===== src/rtl/uart_pkg.sv =====
// rtl/uart_pkg.sv - shared UART FSM states, line levels and parity type codes
package uart_pkg;

  typedef enum logic [2:0] {
    IDLE   = 3'd0,
    START  = 3'd1,
    DATA   = 3'd2,
    PARITY = 3'd3,
    STOP   = 3'd4
  } uart_state_t;

  localparam logic UART_IDLE_LEVEL = 1'b1;
  localparam logic START_BIT       = 1'b0;

  localparam logic PAR_EVEN = 1'b0;
  localparam logic PAR_ODD  = 1'b1;

endpackage


===== src/rtl/uart_tx_if.sv =====
// rtl/uart_tx_if.sv - request/line bundle between a byte source and the UART transmitter
interface uart_tx_if #(
  parameter int DATA_WIDTH     = 8,
  parameter int PRESCALE_WIDTH = 6
);
  logic [DATA_WIDTH-1:0]     P_DATA;
  logic                      Data_Valid;
  logic                      PAR_EN;
  logic                      PAR_TYP;
  logic [PRESCALE_WIDTH-1:0] prescale;
  logic                      TX_OUT;
  logic                      busy;

  modport master (
    output P_DATA, Data_Valid, PAR_EN, PAR_TYP, prescale,
    input  TX_OUT, busy
  );

  modport slave (
    input  P_DATA, Data_Valid, PAR_EN, PAR_TYP, prescale,
    output TX_OUT, busy
  );
endinterface


===== src/rtl/uart_parity_calc.sv =====
// rtl/uart_parity_calc.sv - combinational even/odd parity bit over a data word
module uart_parity_calc
  import uart_pkg::*;
#(
  parameter int DATA_WIDTH = 8
) (
  input  logic [DATA_WIDTH-1:0] data,
  input  logic                  par_typ,
  output logic                  par_bit
);

  assign par_bit = (par_typ == PAR_ODD) ? ~(^data) : (^data);

endmodule


===== src/rtl/uart_tx.sv =====
// rtl/uart_tx.sv - LSB-first UART serialiser: start, data, optional parity, stop
module uart_tx
  import uart_pkg::*;
#(
  parameter int DATA_WIDTH     = 8,
  parameter int PRESCALE_WIDTH = 6
) (
  input  logic     CLK,
  input  logic     RST,
  uart_tx_if.slave bus
);

  localparam int BCW = (DATA_WIDTH > 1) ? $clog2(DATA_WIDTH) : 1;

  uart_state_t               state;
  logic [PRESCALE_WIDTH-1:0] pcnt;
  logic [PRESCALE_WIDTH-1:0] presc_q;
  logic [BCW-1:0]            bit_cnt;
  logic [DATA_WIDTH-1:0]     shift_reg;
  logic                      par_en_q;
  logic                      par_bit_q;
  logic                      tx_q;
  logic                      busy_q;
  logic                      par_bit;
  logic                      terminal;

  uart_parity_calc #(.DATA_WIDTH(DATA_WIDTH)) u_parity (
    .data    (bus.P_DATA),
    .par_typ (bus.PAR_TYP),
    .par_bit (par_bit)
  );

  assign terminal   = (pcnt == presc_q - PRESCALE_WIDTH'(1));
  assign bus.TX_OUT = tx_q;
  assign bus.busy   = busy_q;

  always_ff @(posedge CLK or negedge RST) begin
    if (!RST) begin
      state     <= IDLE;
      pcnt      <= '0;
      presc_q   <= PRESCALE_WIDTH'(1);
      bit_cnt   <= '0;
      shift_reg <= '0;
      par_en_q  <= 1'b0;
      par_bit_q <= 1'b0;
      tx_q      <= UART_IDLE_LEVEL;
      busy_q    <= 1'b0;
    end else begin
      case (state)
        IDLE: begin
          tx_q   <= UART_IDLE_LEVEL;
          busy_q <= 1'b0;
          pcnt   <= '0;
          if (bus.Data_Valid) begin
            // Everything the frame needs is captured here; later input changes are ignored.
            shift_reg <= bus.P_DATA;
            par_en_q  <= bus.PAR_EN;
            par_bit_q <= par_bit;
            presc_q   <= (bus.prescale == '0) ? PRESCALE_WIDTH'(1) : bus.prescale;
            bit_cnt   <= '0;
            tx_q      <= START_BIT;
            busy_q    <= 1'b1;
            state     <= START;
          end
        end
        default: begin
          pcnt <= terminal ? '0 : pcnt + 1'b1;
          if (terminal) begin
            case (state)
              START: begin
                tx_q  <= shift_reg[0];
                state <= DATA;
              end
              DATA: begin
                if (bit_cnt == BCW'(DATA_WIDTH - 1)) begin
                  if (par_en_q) begin
                    tx_q  <= par_bit_q;
                    state <= PARITY;
                  end else begin
                    tx_q  <= UART_IDLE_LEVEL;
                    state <= STOP;
                  end
                end else begin
                  // Present the next bit now so TX_OUT stays a pure flop output.
                  shift_reg <= shift_reg >> 1;
                  tx_q      <= shift_reg[1];
                  bit_cnt   <= bit_cnt + 1'b1;
                end
              end
              PARITY: begin
                tx_q  <= UART_IDLE_LEVEL;
                state <= STOP;
              end
              STOP: begin
                tx_q   <= UART_IDLE_LEVEL;
                busy_q <= 1'b0;
                state  <= IDLE;
              end
              default: begin
                tx_q   <= UART_IDLE_LEVEL;
                busy_q <= 1'b0;
                state  <= IDLE;
              end
            endcase
          end
        end
      endcase
    end
  end

endmodule


===== src/flat_wrapper.sv =====
// flat-port wrapper written by rule: the top's interface ports become plain ports
module uart_tx_flat import uart_pkg::*;
#(
  parameter int DATA_WIDTH     = 8,
  parameter int PRESCALE_WIDTH = 6
)
  (CLK, RST, bus_P_DATA, bus_Data_Valid, bus_PAR_EN, bus_PAR_TYP, bus_prescale, bus_TX_OUT, bus_busy);
  uart_tx_if #(.DATA_WIDTH(DATA_WIDTH), .PRESCALE_WIDTH(PRESCALE_WIDTH)) bus_i ();
  input  logic CLK;
  input  logic RST;
  input wire logic [$bits(bus_i.P_DATA)-1:0] bus_P_DATA;
  input wire logic [$bits(bus_i.Data_Valid)-1:0] bus_Data_Valid;
  input wire logic [$bits(bus_i.PAR_EN)-1:0] bus_PAR_EN;
  input wire logic [$bits(bus_i.PAR_TYP)-1:0] bus_PAR_TYP;
  input wire logic [$bits(bus_i.prescale)-1:0] bus_prescale;
  output wire logic [$bits(bus_i.TX_OUT)-1:0] bus_TX_OUT;
  output wire logic [$bits(bus_i.busy)-1:0] bus_busy;
  assign bus_i.P_DATA = bus_P_DATA;
  assign bus_i.Data_Valid = bus_Data_Valid;
  assign bus_i.PAR_EN = bus_PAR_EN;
  assign bus_i.PAR_TYP = bus_PAR_TYP;
  assign bus_i.prescale = bus_prescale;
  assign bus_TX_OUT = bus_i.TX_OUT;
  assign bus_busy = bus_i.busy;
  uart_tx #(.DATA_WIDTH(DATA_WIDTH), .PRESCALE_WIDTH(PRESCALE_WIDTH)) u_core (.CLK(CLK), .RST(RST), .bus(bus_i));
endmodule

===== config.mk =====
export PLATFORM = sky130hd
export DESIGN_NAME = uart_tx_flat
export DESIGN_NICKNAME = d
export VERILOG_FILES = /design/src/rtl/uart_pkg.sv /design/src/rtl/uart_tx_if.sv /design/src/rtl/uart_parity_calc.sv /design/src/rtl/uart_tx.sv /design/src/flat_wrapper.sv
export SDC_FILE = /design/constraint.sdc
export NUM_CORES = 1
export LEC_CHECK = 0
export CORE_ASPECT_RATIO = 0.7
export CORE_UTILIZATION = 40
export DETAILED_ROUTE_END_ITERATION = 10
export PLACE_DENSITY = 0.66
export SLEW_MARGIN = 10
export SYNTH_ARGS = -nofsm -noshare
export SYNTH_HDL_FRONTEND = slang
export SYNTH_SLANG_ARGS = --single-unit

===== constraint.sdc =====
create_clock -name CLK -period 3.7 [get_ports CLK]
set_input_delay 0.74 -clock CLK [delete_from_list [all_inputs] [get_ports CLK]]
set_output_delay 0.74 -clock CLK [all_outputs]
set_load 0.03 [all_outputs]

== Word-level counts from Yosys, hierarchy flattened ==
Index checks and enable logic that the tools add are counted.
W data, S select, Z words.

* Flip-flop bits (word level): 30
* Logic and storage cells: 62
* Input bits: 19

* Reduce and logical (&&, ||, !) cells: 10
* $add $sub $neg: 3
* Bitwise logic cells: 1
* Eq/ne operators: 9
* Mux-type cells: 30

{| class="wikitable"
|+ Operators with widths
! cell !! number
|-
| $mux W8 || 5
|-
| $mux W3 || 10
|-
| $mux W6 || 3
|-
| $mux W1 || 10
|-
| $pmux W3 S3 || 1
|-
| $reduce_xor A8 Y1 || 1
|-
| $add A6 B1 Y6 const B || 1
|-
| $eq A3 B2 Y1 const B || 2
|-
| $eq A6 B6 Y1 || 1
|-
| $logic_not A6 Y1 || 1
|-
| $sub A6 B1 Y6 const B || 1
|-
| $ne A2 B2 Y1 const B || 2
|-
| $reduce_and A2 Y1 || 2
|-
| $reduce_and A4 Y1 || 1
|-
| $reduce_bool A2 Y1 || 2
|-
| $add A3 B1 Y3 const B || 1
|-
| $eq A3 B1 Y1 const B || 1
|-
| $eq A3 B3 Y1 const B || 1
|-
| $logic_not A3 Y1 || 1
|-
| $ne A3 B2 Y1 const B || 1
|-
| $reduce_and A3 Y1 || 1
|-
| $reduce_or A3 Y1 || 1
|-
| $ne A2 B1 Y1 const B || 1
|-
| $pmux W1 S2 || 1
|-
| $not A1 Y1 || 1
|}

== Depth between registers and ports, before layout ==
Gate-level depths: netlist of the first run.

* Depth after elaboration: 5
* Mapped depth: 8
* Mapped depth without buffers: 7

== Modules after synthesis ==
From an unflattened synthesis of the first run, not the netlist that was laid out.

* Cells, all modules: 150
* Area, all modules: 1649.1 um2

{| class="wikitable"
|+ By module, submodules not included
! module !! cells an instance !! times used !! area each (um2) !! sequential area each (um2)
|-
| uart_tx || 143 || 1 || 1566.5 || 753.2
|-
| uart_parity_calc || 7 || 1 || 82.6 || 0.0
|}

== Least setup slack after synthesis of the first run ==
No wires, ideal clock.

* Path type: reg2reg
* Start: register u_core.presc_q[2]
* End: register u_core.bit_cnt[1]
* Setup time: 125 ps
* Arrival time: 2205 ps
* Required time: 3575 ps
* Stages on the path, launching flop included: 7
* Slack: 1370 ps
* Buffers on the path: 1
* Cells stage by stage: dfrtp_1 > or4_1 > or3_4 > a2111oi_2 > a21oi_1 > buf_6 > mux2_4

* Cells in the longest elaborated chain, start to end: 4

{| class="wikitable"
|+ Ends and longest elaborated chain
! item !! RTL line !! RTL
|-
| start: declaration || uart_tx.sv:17 || <nowiki>logic [PRESCALE_WIDTH-1:0] presc_q;</nowiki>
|-
| start signal: assignment || uart_tx.sv:59 || <nowiki>presc_q <= (bus.prescale == '0) ? PRESCALE_WIDTH'(1) : bus.prescale;</nowiki>
|-
| $sub A6 B1 Y6 || uart_tx.sv:33 || <nowiki>assign terminal = (pcnt == presc_q - PRESCALE_WIDTH'(1));</nowiki>
|-
| $eq A6 B6 Y1 || uart_tx.sv:33 ||
|-
| $reduce_bool A2 Y1 (no source line) || n/a ||
|-
| $reduce_and A4 Y1 (no source line) || n/a ||
|-
| end signal: assignment || uart_tx.sv:87 || <nowiki>bit_cnt <= bit_cnt + 1'b1;</nowiki>
|-
| end: declaration || uart_tx.sv:18 || <nowiki>logic [BCW-1:0] bit_cnt;</nowiki>
|}

Every way passes these cells.
A chain may end at the register's enable or synchronous reset.

== Final worst setup path of the first run ==
* Start: register u_core.presc_q[2]
* End: register u_core.shift_reg[0]

* Cells in the longest elaborated chain, start to end: 4

{| class="wikitable"
|+ Ends and longest elaborated chain
! item !! RTL line !! RTL
|-
| $sub A6 B1 Y6 || uart_tx.sv:33 ||
|-
| $eq A6 B6 Y1 || uart_tx.sv:33 ||
|-
| $reduce_bool A2 Y1 (no source line) || n/a ||
|-
| $reduce_and A4 Y1 (no source line) || n/a ||
|-
| end signal: assignment || uart_tx.sv:56 || <nowiki>shift_reg <= bus.P_DATA;</nowiki>
|-
| end signal: assignment || uart_tx.sv:85 || <nowiki>shift_reg <= shift_reg >> 1;</nowiki>
|-
| end: declaration || uart_tx.sv:19 || <nowiki>logic [DATA_WIDTH-1:0] shift_reg;</nowiki>
|}

Every way passes these cells.

==> parameters.txt, run 1 <==
Parameter                              Value

Worst setup path
  Critical R2R Capture ... u_core.shift_reg[0]
  Depth of the worst register-to-register path ... 6
  Nature of the critical path startpoint ... flip-flop
  Critical path type ... flip-flop to flip-flop
  Data required time at the worst endpoint ... 3870 ps
  Critical path capture point type ... flip-flop
  Critical-path maximum fanout ... 11
  Worst R2R Start ... u_core.presc_q[2]
  Worst setup slack for register-to-register paths ... 1270 ps
  Crit path arrival time ... roughly 2600 ps

Place
  Number of input and output port buffers inserted ... 20
  Detailed placer's ending HPWL ... 2530 um
  Post-Place Setup Slack ... between 1000 and 1500 ps
  Final weighted congestion in routability-driven placement ... 0.834

Floorplanning
  Std-Cell Rows ... 19
  Initial standard-cell utilization of the core ... between 40 and 50%
  Die Y ... ~56 um
  Die X-Extent ... 79.2 um
  Core area ... about 4000 sq um
  Area enclosed by the die boundary ... 4440 sq um
  Number of primary I/O pins ... 21

Synthesis
  Mapped Nets ... between 150 and 200
  Flop and latch count out of synthesis ... 30
  Most area-consuming cells after synthesis ... sky130_fd_sc_hd__dfrtp_1, sky130_fd_sc_hd__mux2_4, sky130_fd_sc_hd__xnor2_1
  Post-synthesis cell count ... 153
  Cell taking the most area after synthesis ... sky130_fd_sc_hd__dfrtp_1
  Count of synthesis-stage warnings from yosys ... 0
  Area of the mapped netlist ... 1670 sq um
  Area share of the largest cell type after synthesis ... a little over two fifths
  Most common library cells after synthesis ... sky130_fd_sc_hd__dfrtp_1, sky130_fd_sc_hd__xnor2_1, sky130_fd_sc_hd__nand2_1
  Top FF cell, synth ... sky130_fd_sc_hd__dfrtp_1
  Distinct cell type count after synthesis ... 39
  EDFF count, synth ... 0
  Mean instance size in the synthesized netlist ... ~11 sq um
  Most frequently used cell type in the post-synthesis netlist ... sky130_fd_sc_hd__dfrtp_1
  Fraction of the yosys area taken by sequential cells ... between 40% and 50%
  Async SR Flop Fraction ... 100%

Pwr
  Leakage Power ... ~0.86 nW
  Power density over the cells ... around 800 nW/um^2
  Worst supply voltage drop on vdd ... approximately 0.35 mV

Clocking
  CTS buffer count ... 5
  TritonCTS clock tree ... built
  Clock sink count ... 30
  Maximum clock path buffer count ... 2
  Hold Buf Count CTS ... 0
  Worst skew pair latency ... between 200 and 300 ps
  Root buf cell ... sky130_fd_sc_hd__clkbuf_8
  Setup Fix Bufs, Post-CTS ... 0
  Number of H-tree levels ... 2
  Clock transition at the registers of the reported paths ... 70 ps
  Total of cells resized after clock tree synthesis ... 0

Layout
  Fraction of final layout cells with drive strength greater than 1 ... between 10% and 20%
  Filler Cell Count ... between 300 and 400
  Area growth from synthesis to layout ... 21.0%
  Number of diodes ... 0
  Number of flip-flops in the largest register ... 8
  Nets ... a little over 200

Timing
  Share of the cycle needed by the critical path after routing ... around 66%
  Final setup margin ... 1270 ps
  Number of pins with negative max-slew slack in the final report ... 0
  Clk_skew ... 6.41 ps
  Unrepaired setup endpoints after global routing ... false
  Min Clock Period, post-route ... between 2000 and 2500 ps
  Fin. Hold Viols ... 0
  Worst Max-Slew Pin Slew ... 549 ps
  Worst slew margin ... a little over three fifths
  Total of endpoints with negative setup slack in the final report ... 0
  Setup Total Neg Slack ... 0 ps
  Highest Clock Rate ... around 410 MHz

Hold path
  Hold Crit Depth ... 2
  Path class of the lowest-slack min-delay path ... flip-flop to flip-flop
  Hold path startpoint ... u_core.par_bit_q
  Worst Hold Endpoint ... u_core.par_bit_q

GRT
  Initial antenna violation count ... 0
  Number of global-route vias before repair ... around 1200
  GRT overflow ... 0
  Global-route total usage across every layer ... between 10% and 20%
  Maximum number of pins on one net before global-route repair ... 31
  Global-route wire length before repair ... about 6000 um

Routing
  Residual DRC count ... 0
  Vias after detailed routing ... approximately 1200
  Post-DRT Antenna Nets ... 0
  Iter 0 DRT Violations ... 63
  Routed Wire Length ... roughly 3500 um
  Iteration count of the initial detailed-routing pass ... 4
  Wire length per cell after detailed routing ... roughly 15 um
  Average vias per placed instance ... ~5.2

Run status
  Outcome ... complete, no violations

Run
  Number of max-capacitance violations reported ... 0
## metrics by stage
step	power (mW)	hold WS, ps	instance area [sq um]	utilization, %	instances
5_1_grt	1.72	526	2020	50.9	232
6_report	1.59	499	2020	50.9	232
2_1_floorplan	1.15	444	1670	-	153
4_1_cts	1.60	500	2020	50.9	232
3_3_place_gp	1.31	485	1940	48.8	224
3_5_place_dp	1.34	486	1940	48.8	224
## placed cells by master, fill, tap and decap left out, types with 2 or more instances in the layout
master | Yosys | layout
sky130_fd_sc_hd__dfrtp_1 | 28 | 28
sky130_fd_sc_hd__clkdlybuf4s50_1 | 0 | 20
sky130_fd_sc_hd__xnor2_1 | 13 | 13
sky130_fd_sc_hd__nand2_1 | 11 | 11
sky130_fd_sc_hd__mux2_2 | 10 | 10
sky130_fd_sc_hd__o21ai_0 | 8 | 8
sky130_fd_sc_hd__nor3_1 | 9 | 8
sky130_fd_sc_hd__mux2_4 | 8 | 8
sky130_fd_sc_hd__nor2_1 | 6 | 6
sky130_fd_sc_hd__inv_1 | 6 | 6
sky130_fd_sc_hd__xor2_1 | 5 | 5
sky130_fd_sc_hd__clkbuf_8 | 0 | 5
sky130_fd_sc_hd__nor2b_1 | 4 | 4
sky130_fd_sc_hd__ha_1 | 4 | 4
sky130_fd_sc_hd__a31oi_1 | 3 | 3
sky130_fd_sc_hd__or4_1 | 3 | 3
sky130_fd_sc_hd__clkbuf_1 | 3 | 3
sky130_fd_sc_hd__buf_4 | 0 | 3
sky130_fd_sc_hd__or3_1 | 2 | 2
sky130_fd_sc_hd__o21ai_1 | 2 | 2
sky130_fd_sc_hd__nand3_1 | 2 | 2
sky130_fd_sc_hd__nand2b_1 | 2 | 2
sky130_fd_sc_hd__a21oi_1 | 2 | 2
sky130_fd_sc_hd__a211oi_1 | 2 | 2
sky130_fd_sc_hd__nor4_1 | 2 | 2
sky130_fd_sc_hd__dfstp_2 | 2 | 2
## critical path, cell delays in order (launching register included)
cell and delay (ps):
sky130_fd_sc_hd__dfrtp_1 420, sky130_fd_sc_hd__or4_1 530, sky130_fd_sc_hd__or3_4 360, sky130_fd_sc_hd__a2111oi_2 360, sky130_fd_sc_hd__a21oi_1 110, sky130_fd_sc_hd__buf_4 220, sky130_fd_sc_hd__mux2_1 330
## routing by layer
metal  global-route usage [%]  vias to the layer above  wire [um]
li1                         -                      599          -
met1                     25.2                      583       1690
met2                     27.1                       28       1570
met3                     4.92                        6        159
met4                     7.79                        0         63
met5                        0                        -          0
## how the worst max path moves through the flow
stage | start | to | depth (start not counted)
floorplan | u_core.presc_q[2] | u_core.bit_cnt[1] | 6
global route | u_core.presc_q[2] | u_core.shift_reg[0] | 6
CTS | u_core.presc_q[2] | u_core.shift_reg[0] | 6
detailed placement | u_core.presc_q[2] | u_core.shift_reg[0] | 6
global placement | u_core.presc_q[2] | u_core.shift_reg[0] | 6
finish | u_core.presc_q[2] | u_core.shift_reg[0] | 6
## where the power goes
part	total [mW]	leakage, nW	internal (mW)	switching [mW]
Combinational	0.722	0.451	0.366	0.356
Sequential	0.620	0.369	0.484	0.136
Clock	0.252	0.0395	0.133	0.118
Total	1.59	0.859	0.984	0.610
## cell families after synthesis
family	share of synthesized area, %
buffers and inverters	2.70
adder cells (fa/ha/maj)	3.00
XOR/XNOR	9.45
flip-flops	45.1
AO/OA/AOI/OAI	9.90
multiplexers	15.2
AND/OR/NAND/NOR	14.6
## cell type report
type                       instances  area (sq um)  area share (%)
multi-input combinational        113           876            43.4
sequential                        30           753            37.3
timing repair buffer              23           223            11.0
clock buffer                       8          80.1            3.97
tap                               52          65.1            3.22
inverter                           6          22.5            1.12
(Power assumes the default switching activity.)
==> run 2, diff against run 1 <==
--- a/config.mk
+++ b/config.mk
@@ -8,7 +8,7 @@
 export CORE_ASPECT_RATIO = 0.7
 export CORE_UTILIZATION = 40
 export DETAILED_ROUTE_END_ITERATION = 10
-export PLACE_DENSITY = 0.66
+export PLACE_DENSITY = 0.68
 export SLEW_MARGIN = 10
 export SYNTH_ARGS = -nofsm -noshare
 export SYNTH_HDL_FRONTEND = slang
==> constraint.sdc (replaced) <==
create_clock -name CLK -period 1.95 [get_ports CLK]
set_input_delay 0.39 -clock CLK [delete_from_list [all_inputs] [get_ports CLK]]
set_output_delay 0.39 -clock CLK [all_outputs]
set_load 0.03 [all_outputs]
==> run 2 against run 1 <==
Sequential share of layout area shrank 7.1 points. Global-route usage grew 2.7 points. The flow now finishes with violations (negative setup slack). Power grew to 2.6 times the previous value. Cell area grew 24%. Die area is the same. Largest cell class unchanged. Critical path depth is the same. Setup slack lost 1700 ps. Non-clock buffer count grew 30.
==> parameters.txt, run 2 (synthesized netlist as in run 1, its figures left out) <==
Parameter                              Value

Routing
  Iter 0 DRT Violations ... 79 (+25%)
  Vias after detailed routing ... 1380 (+13%)
  Iteration count of the initial detailed-routing pass ... 4 (unchanged)
  Average vias per placed instance ... 5.27 (+0.49%)
  Routed Wire Length ... 4090 um (+18%)
  Post-DRT Antenna Nets ... 0 (unchanged)
  Residual DRC count ... 0 (unchanged)
  Wire length per cell after detailed routing ... 15.6 um (+4.1%)

Worst setup path
  Worst setup slack for register-to-register paths ... -390 ps (-1650 ps)
  Crit-path cells ... or4_4 > or3_4 > a2111oi_4 > buf_4 > a21oi_4 > mux2_4
  Crit path arrival time ... 2490 ps (-110 ps)
  Depth of the worst register-to-register path ... 6 (unchanged)
  Critical path capture point type ... flip-flop
  Buffers plus inverters on the worst setup path ... 1 (unchanged)
  CP max-delay cell ... sky130_fd_sc_hd__or4_4
  Maximum single-stage delay on the critical path ... 540 ps (about the same)
  Number of cells on the critical path ... 6 (unchanged)
  Data required time at the worst endpoint ... 2110 ps (-1760 ps)
  Critical path type ... flip-flop to flip-flop
  Family with the most delay on the worst path ... simple AND/OR/NAND/NOR gates
  Critical-path maximum fanout ... 6 (-5)
  Nature of the critical path startpoint ... flip-flop

Timing
  Worst Max-Slew Pin Slew ... 432 ps (-117 ps)
  Final setup margin ... -386 ps (-1650 ps)
  Worst slew margin ... 71.0% (+7.7 points)
  Setup Total Neg Slack ... -6750 ps (-6750 ps)
  Share of the cycle needed by the critical path after routing ... 120% (+54 points)
  Clk_skew ... 4.02 ps (-2.39 ps)
  Highest Clock Rate ... 428 MHz (+4.2%)
  Total of endpoints with negative setup slack in the final report ... 22 (+22)
  Min Clock Period, post-route ... 2340 ps (-99.1 ps)
  Hold_ws ... 505 ps (+6.15 ps)
  Number of pins with negative max-slew slack in the final report ... 0 (unchanged)
  Fin. Hold Viols ... 0 (unchanged)
  Unrepaired setup endpoints after global routing ... true

Pwr
  Total net switching power ... 1.64 mW (+170%)
  Clock network power share ... 11.1% (-4.7 points)
  Worst supply voltage drop on vdd ... 0.702 mV (+100%)
  Switching share of total power ... 39.1% (+0.84 points)
  Total Power Consumption ... 4.20 mW (+160%)
  Power density over the cells ... 1680 nW/um^2 (+110%)
  Leakage Power ... 1.07 nW (+24%)
  Part of the power in combinational logic ... 62.0% (+17 points)
  Internal power ... 2.56 mW (+160%)
  Sequential power share ... 26.9% (-12 points)

Place
  Post-placement cell area ... 2150 sq um (+11%)
  Final weighted congestion in routability-driven placement ... 0.847 (+1.5%)
  Post-Place Setup Slack ... -560 ps (-1820 ps)
  Detailed placer's ending HPWL ... 2790 um (+10%)
  Number of input and output port buffers inserted ... 20 (unchanged)

Clocking
  TritonCTS clock tree ... built
  Root buf cell ... sky130_fd_sc_hd__clkbuf_8
  Clock sink count ... 30 (unchanged)
  Worst skew pair latency ... 280 ps (about the same)
  Number of H-tree levels ... 2 (unchanged)
  Hold Buf Count CTS ... 0 (unchanged)
  Clock transition at the registers of the reported paths ... 60 ps (about the same)
  Maximum clock path buffer count ... 2 (unchanged)
  CTS buffer count ... 5 (unchanged)

GRT
  GRT overflow ... 0 (unchanged)
  Maximum number of pins on one net before global-route repair ... 31 (unchanged)
  Global-route total usage across every layer ... 21.1% (+2.7 points)
  Number of global-route vias before repair ... 1444 (+19%)
  Initial antenna violation count ... 0 (unchanged)
  Global-route wire length before repair ... 6980 um (+16%)

Layout
  Most frequent cells in the layout ... sky130_fd_sc_hd__dfrtp_1, sky130_fd_sc_hd__buf_4, sky130_fd_sc_hd__clkdlybuf4s50_1
  Number of diodes ... 0 (unchanged)
  Most common cell after layout, fill and taps aside ... sky130_fd_sc_hd__dfrtp_1
  Fraction of final layout cells with drive strength greater than 1 ... 40.5% (+23 points)
  Finished layout cell area ... 2500 sq um (+24%)
  Number of flip-flops in the largest register ... 8 (unchanged)
  Area growth from synthesis to layout ... 49.5%
  Nets ... 233 (+15%)

Floorplanning
  Number of primary I/O pins ... 21 (unchanged)
  Std-Cell Rows ... 19 (unchanged)
  Initial standard-cell utilization of the core ... 42.0% (unchanged)
  Area enclosed by the die boundary ... 4440 sq um (unchanged)
  Core area ... 3970 sq um (unchanged)
  Die X-Extent ... 79.2 um (unchanged)
  Die Y ... 56.0 um (unchanged)

Hold path
  Path class of the lowest-slack min-delay path ... input pin to async pin

Run status
  Failing checks ... negative setup slack
  Outcome ... finished, violations left

Run
  Number of max-capacitance violations reported ... 0 (unchanged)
[run 2: final cells by class]
class | instances | area, sq um
inverters | 6 | 22.5
well taps | 52 | 65.1
multi-input cells | 114 | 1100
flip-flops and latches | 30 | 753
fillers | 297 | 1470
clock buffers | 7 | 76.3
repair buffers | 53 | 482
[run 2: worst paths after layout]
path                                    from                   to
max                        u_core.presc_q[2]  u_core.shift_reg[6]
min                                      RST      u_core.state[1]
max reg2reg                u_core.presc_q[2]  u_core.shift_reg[6]
min reg2reg                 u_core.par_bit_q     u_core.par_bit_q
max in group asynchronous                RST    u_core.bus.TX_OUT
min in group CLK            u_core.par_bit_q     u_core.par_bit_q
[run 2: metal layers]
| metal | GRT usage (%) | up-vias | wire length (um) |
|---|---|---|---|
| met5 | 0 | - | 0 |
| met4 | 8.31 | 0 | 47 |
| met3 | 4.92 | 5 | 166 |
| met2 | 32.3 | 40 | 1930 |
| met1 | 28.7 | 674 | 1950 |
| li1 | - | 661 | - |
[run 2: timing repair]
action                     4_1_cts  5_1_grt
setup endpoints to repair       22       22
setup buffers                    4        1
cloned                           1        0
pin swaps                       18        2
resized for setup               34        9
[run 2: power by group through the flow]
stage	registers [mW]	clock network (mW)	logic (mW)
floorplan	1.14	0	1.10
global placement	1.10	0	1.86
detailed placement	1.13	0	1.93
CTS	1.12	0.476	2.42
global route	1.16	0.506	2.79
finish	1.13	0.466	2.60
[run 2: stage by stage]
step / util (%) / cells
2_1_floorplan: - / 153
3_3_place_gp: 54.2 / 249
3_5_place_dp: 54.2 / 249
4_1_cts: 61.4 / 261
5_1_grt: 62.9 / 262
6_report: 62.9 / 262
==> RTL change, RTL diff (settings of run 2) <==
`DATA_WIDTH` is set to 8 in 4 places; all go to 16.
--- a/src/rtl/uart_tx_if.sv
+++ b/src/rtl/uart_tx_if.sv
@@ -1,5 +1,5 @@
 // rtl/uart_tx_if.sv - request/line bundle between a byte source and the UART transmitter
 interface uart_tx_if #(
-  parameter int DATA_WIDTH     = 8,
+  parameter int DATA_WIDTH     = 16,
   parameter int PRESCALE_WIDTH = 6
 );
--- a/src/rtl/uart_parity_calc.sv
+++ b/src/rtl/uart_parity_calc.sv
@@ -3,5 +3,5 @@
   import uart_pkg::*;
 #(
-  parameter int DATA_WIDTH = 8
+  parameter int DATA_WIDTH = 16
 ) (
   input  logic [DATA_WIDTH-1:0] data,
--- a/src/rtl/uart_tx.sv
+++ b/src/rtl/uart_tx.sv
@@ -3,5 +3,5 @@
   import uart_pkg::*;
 #(
-  parameter int DATA_WIDTH     = 8,
+  parameter int DATA_WIDTH     = 16,
   parameter int PRESCALE_WIDTH = 6
 ) (
--- a/src/flat_wrapper.sv
+++ b/src/flat_wrapper.sv
@@ -2,5 +2,5 @@
 module uart_tx_flat import uart_pkg::*;
 #(
-  parameter int DATA_WIDTH     = 8,
+  parameter int DATA_WIDTH     = 16,
   parameter int PRESCALE_WIDTH = 6
 )
Interface: changed (resized bus_P_DATA); port bits go from 21 to 29. The function was not compared with the original's and may differ.
==> RTL change against run 2 <==
  * The run still ends with setup timing left
  * Largest power group unchanged
  * Cell area up 22%
  * Count of clock-buffer cells in the layout fell by 1
  * Final cell count is 38% higher
  * Worst setup slack got worse by 0.27 ns
  * Wire length grew 24%
  * Die area grew 32%
  * Synthesized area grew 33%
  * Hold slack worse by 0.36 ns
  * Sequential cell count increased by 9
  * Total power grew 12%
==> RTL change: results <==
group,metric,value,unit
run_status,status,"finished, violations left",
run_status,violations,"setup timing",
synthesis,synth_common_cells,"nand2_1, dfrtp_1, xnor2_1",
placed_design,dp_hpwl,3540,µm
timing,worstMarginPinSlew,0.519,ns
layout,drive_gt1_share,30.0,%
timing,timing.hold.ws,0.143,ns
timing,layout_setup_ws,-0.660,ns
synthesis,synth_seq_area_share,43.9,%
global_routing,grt_usage,17.7,%
pwr,vdd_ir_drop_max,0.820,mV
timing,fin_skew,0.00882,ns
global_routing,grt_max_degree,40,
pwr,internal_power,2.85,mW
route,wl_per_cell,14.0,µm
setup_path,rr_endpoint,"u_core.shift_reg[5]$_DFFE_PN0P_",
setup_path,crit_arrival,2.78,ns
placed_design,portBuffers,28,
setup_path,r2r_cells,7,
placed_design,gp_congestion,0.791,
setup_path,r2r_start,"u_core.presc_q[0]$_DFFE_PN1P_",
global_routing,grt_pass1_wl,8110,µm
timing,setup_viol,31,
layout,largest_reg_flops,16,
clock_network,cts.clk_slew.worst_paths,0.08,ns
synthesis,yosys.cell_types.count,43,
setup_path,critPathMaxFanout,8,
synthesis,synthTopCellsByArea,"dfrtp_1, nand2_1, xnor2_1",
layout,nFillCells,459,
route,vias,1816,
global_routing,grt_pass1_vias,1696,
pwr,power.leakage,1.29,nW
pwr,clock_power,0.543,mW
-- RTL change: final cells by class --
| type | count | area [µm²] | area share (%) |
|---|---|---|---|
| Clock inverter | 2 | 12.5 | 0.410 |
| Clock buffer | 6 | 72.6 | 2.38 |
| Tap cell | 72 | 90.1 | 2.95 |
| Timing Repair Buffer | 60 | 576 | 18.9 |
| Multi-Input combinational cell | 177 | 1300 | 42.6 |
| Sequential cell | 39 | 978 | 32.1 |
| Inverter | 6 | 22.5 | 0.738 |
-- RTL change: how the worst max path moves through the flow --
| stage | from | to | slack [ns] | depth (start not counted) |
|---|---|---|---|---|
| after floorplan | u_core.presc_q[0]$_DFFE_PN1P_ | u_core.shift_reg[10]$_DFFE_PN0P_ | -0.74 | 7 |
| after global placement | u_core.presc_q[0]$_DFFE_PN1P_ | u_core.shift_reg[3]$_DFFE_PN0P_ | -0.61 | 7 |
| after detailed placement | u_core.presc_q[0]$_DFFE_PN1P_ | u_core.shift_reg[9]$_DFFE_PN0P_ | -0.67 | 7 |
| after CTS | u_core.presc_q[0]$_DFFE_PN1P_ | u_core.shift_reg[3]$_DFFE_PN0P_ | -0.65 | 7 |
| after global routing | u_core.presc_q[0]$_DFFE_PN1P_ | u_core.shift_reg[5]$_DFFE_PN0P_ | -0.76 | 7 |
| final | u_core.presc_q[0]$_DFFE_PN1P_ | u_core.shift_reg[5]$_DFFE_PN0P_ | -0.66 | 7 |
-- RTL change: through the flow --
stage	cells	TNS (ns)	power [mW]	cell area, µm²	worst slack [ns]
after floorplan	227	-14.77	3.00	2240	-0.743
after global placement	348	-15.04	3.64	2770	-0.612
after detailed placement	348	-16.64	3.69	2770	-0.674
after CTS	359	-15.65	4.52	2970	-0.650
after global routing	362	-19.51	5.03	3050	-0.756
final	362	-16.61	4.69	3050	-0.660
-- RTL change: kinds of logic after synthesis --
group | Yosys count | share of synthesized area [%]
flip-flops | 39 | 43.9
XOR/XNOR | 26 | 10.2
AND/OR/NAND/NOR | 96 | 19.1
buffers and inverters | 11 | 2.98
multiplexers | 20 | 11.6
AO/OA/AOI/OAI | 32 | 10.5
adder cells (fa/ha/maj) | 3 | 1.69
-- RTL change: layer usage --
layer | routed length [µm] | vias up | track usage [%]
met2 | 2140 | 25 | 25.1
met5 | 0 | - | 0
li1 | - | 903 | -
met3 | 166 | 5 | 3.76
met1 | 2740 | 883 | 26.7
met4 | 39 | 0 | 5.75
-- RTL change: timing repair --
| item | 4_1_cts | 5_1_grt |
|---|---|---|
| endpoints found under the setup margin | 31 | 34 |
| hold buffers | 0 | 0 |
| buffers inserted | 4 | 4 |
| pin swaps | 8 | 4 |
| resized for setup | 19 | 12 |
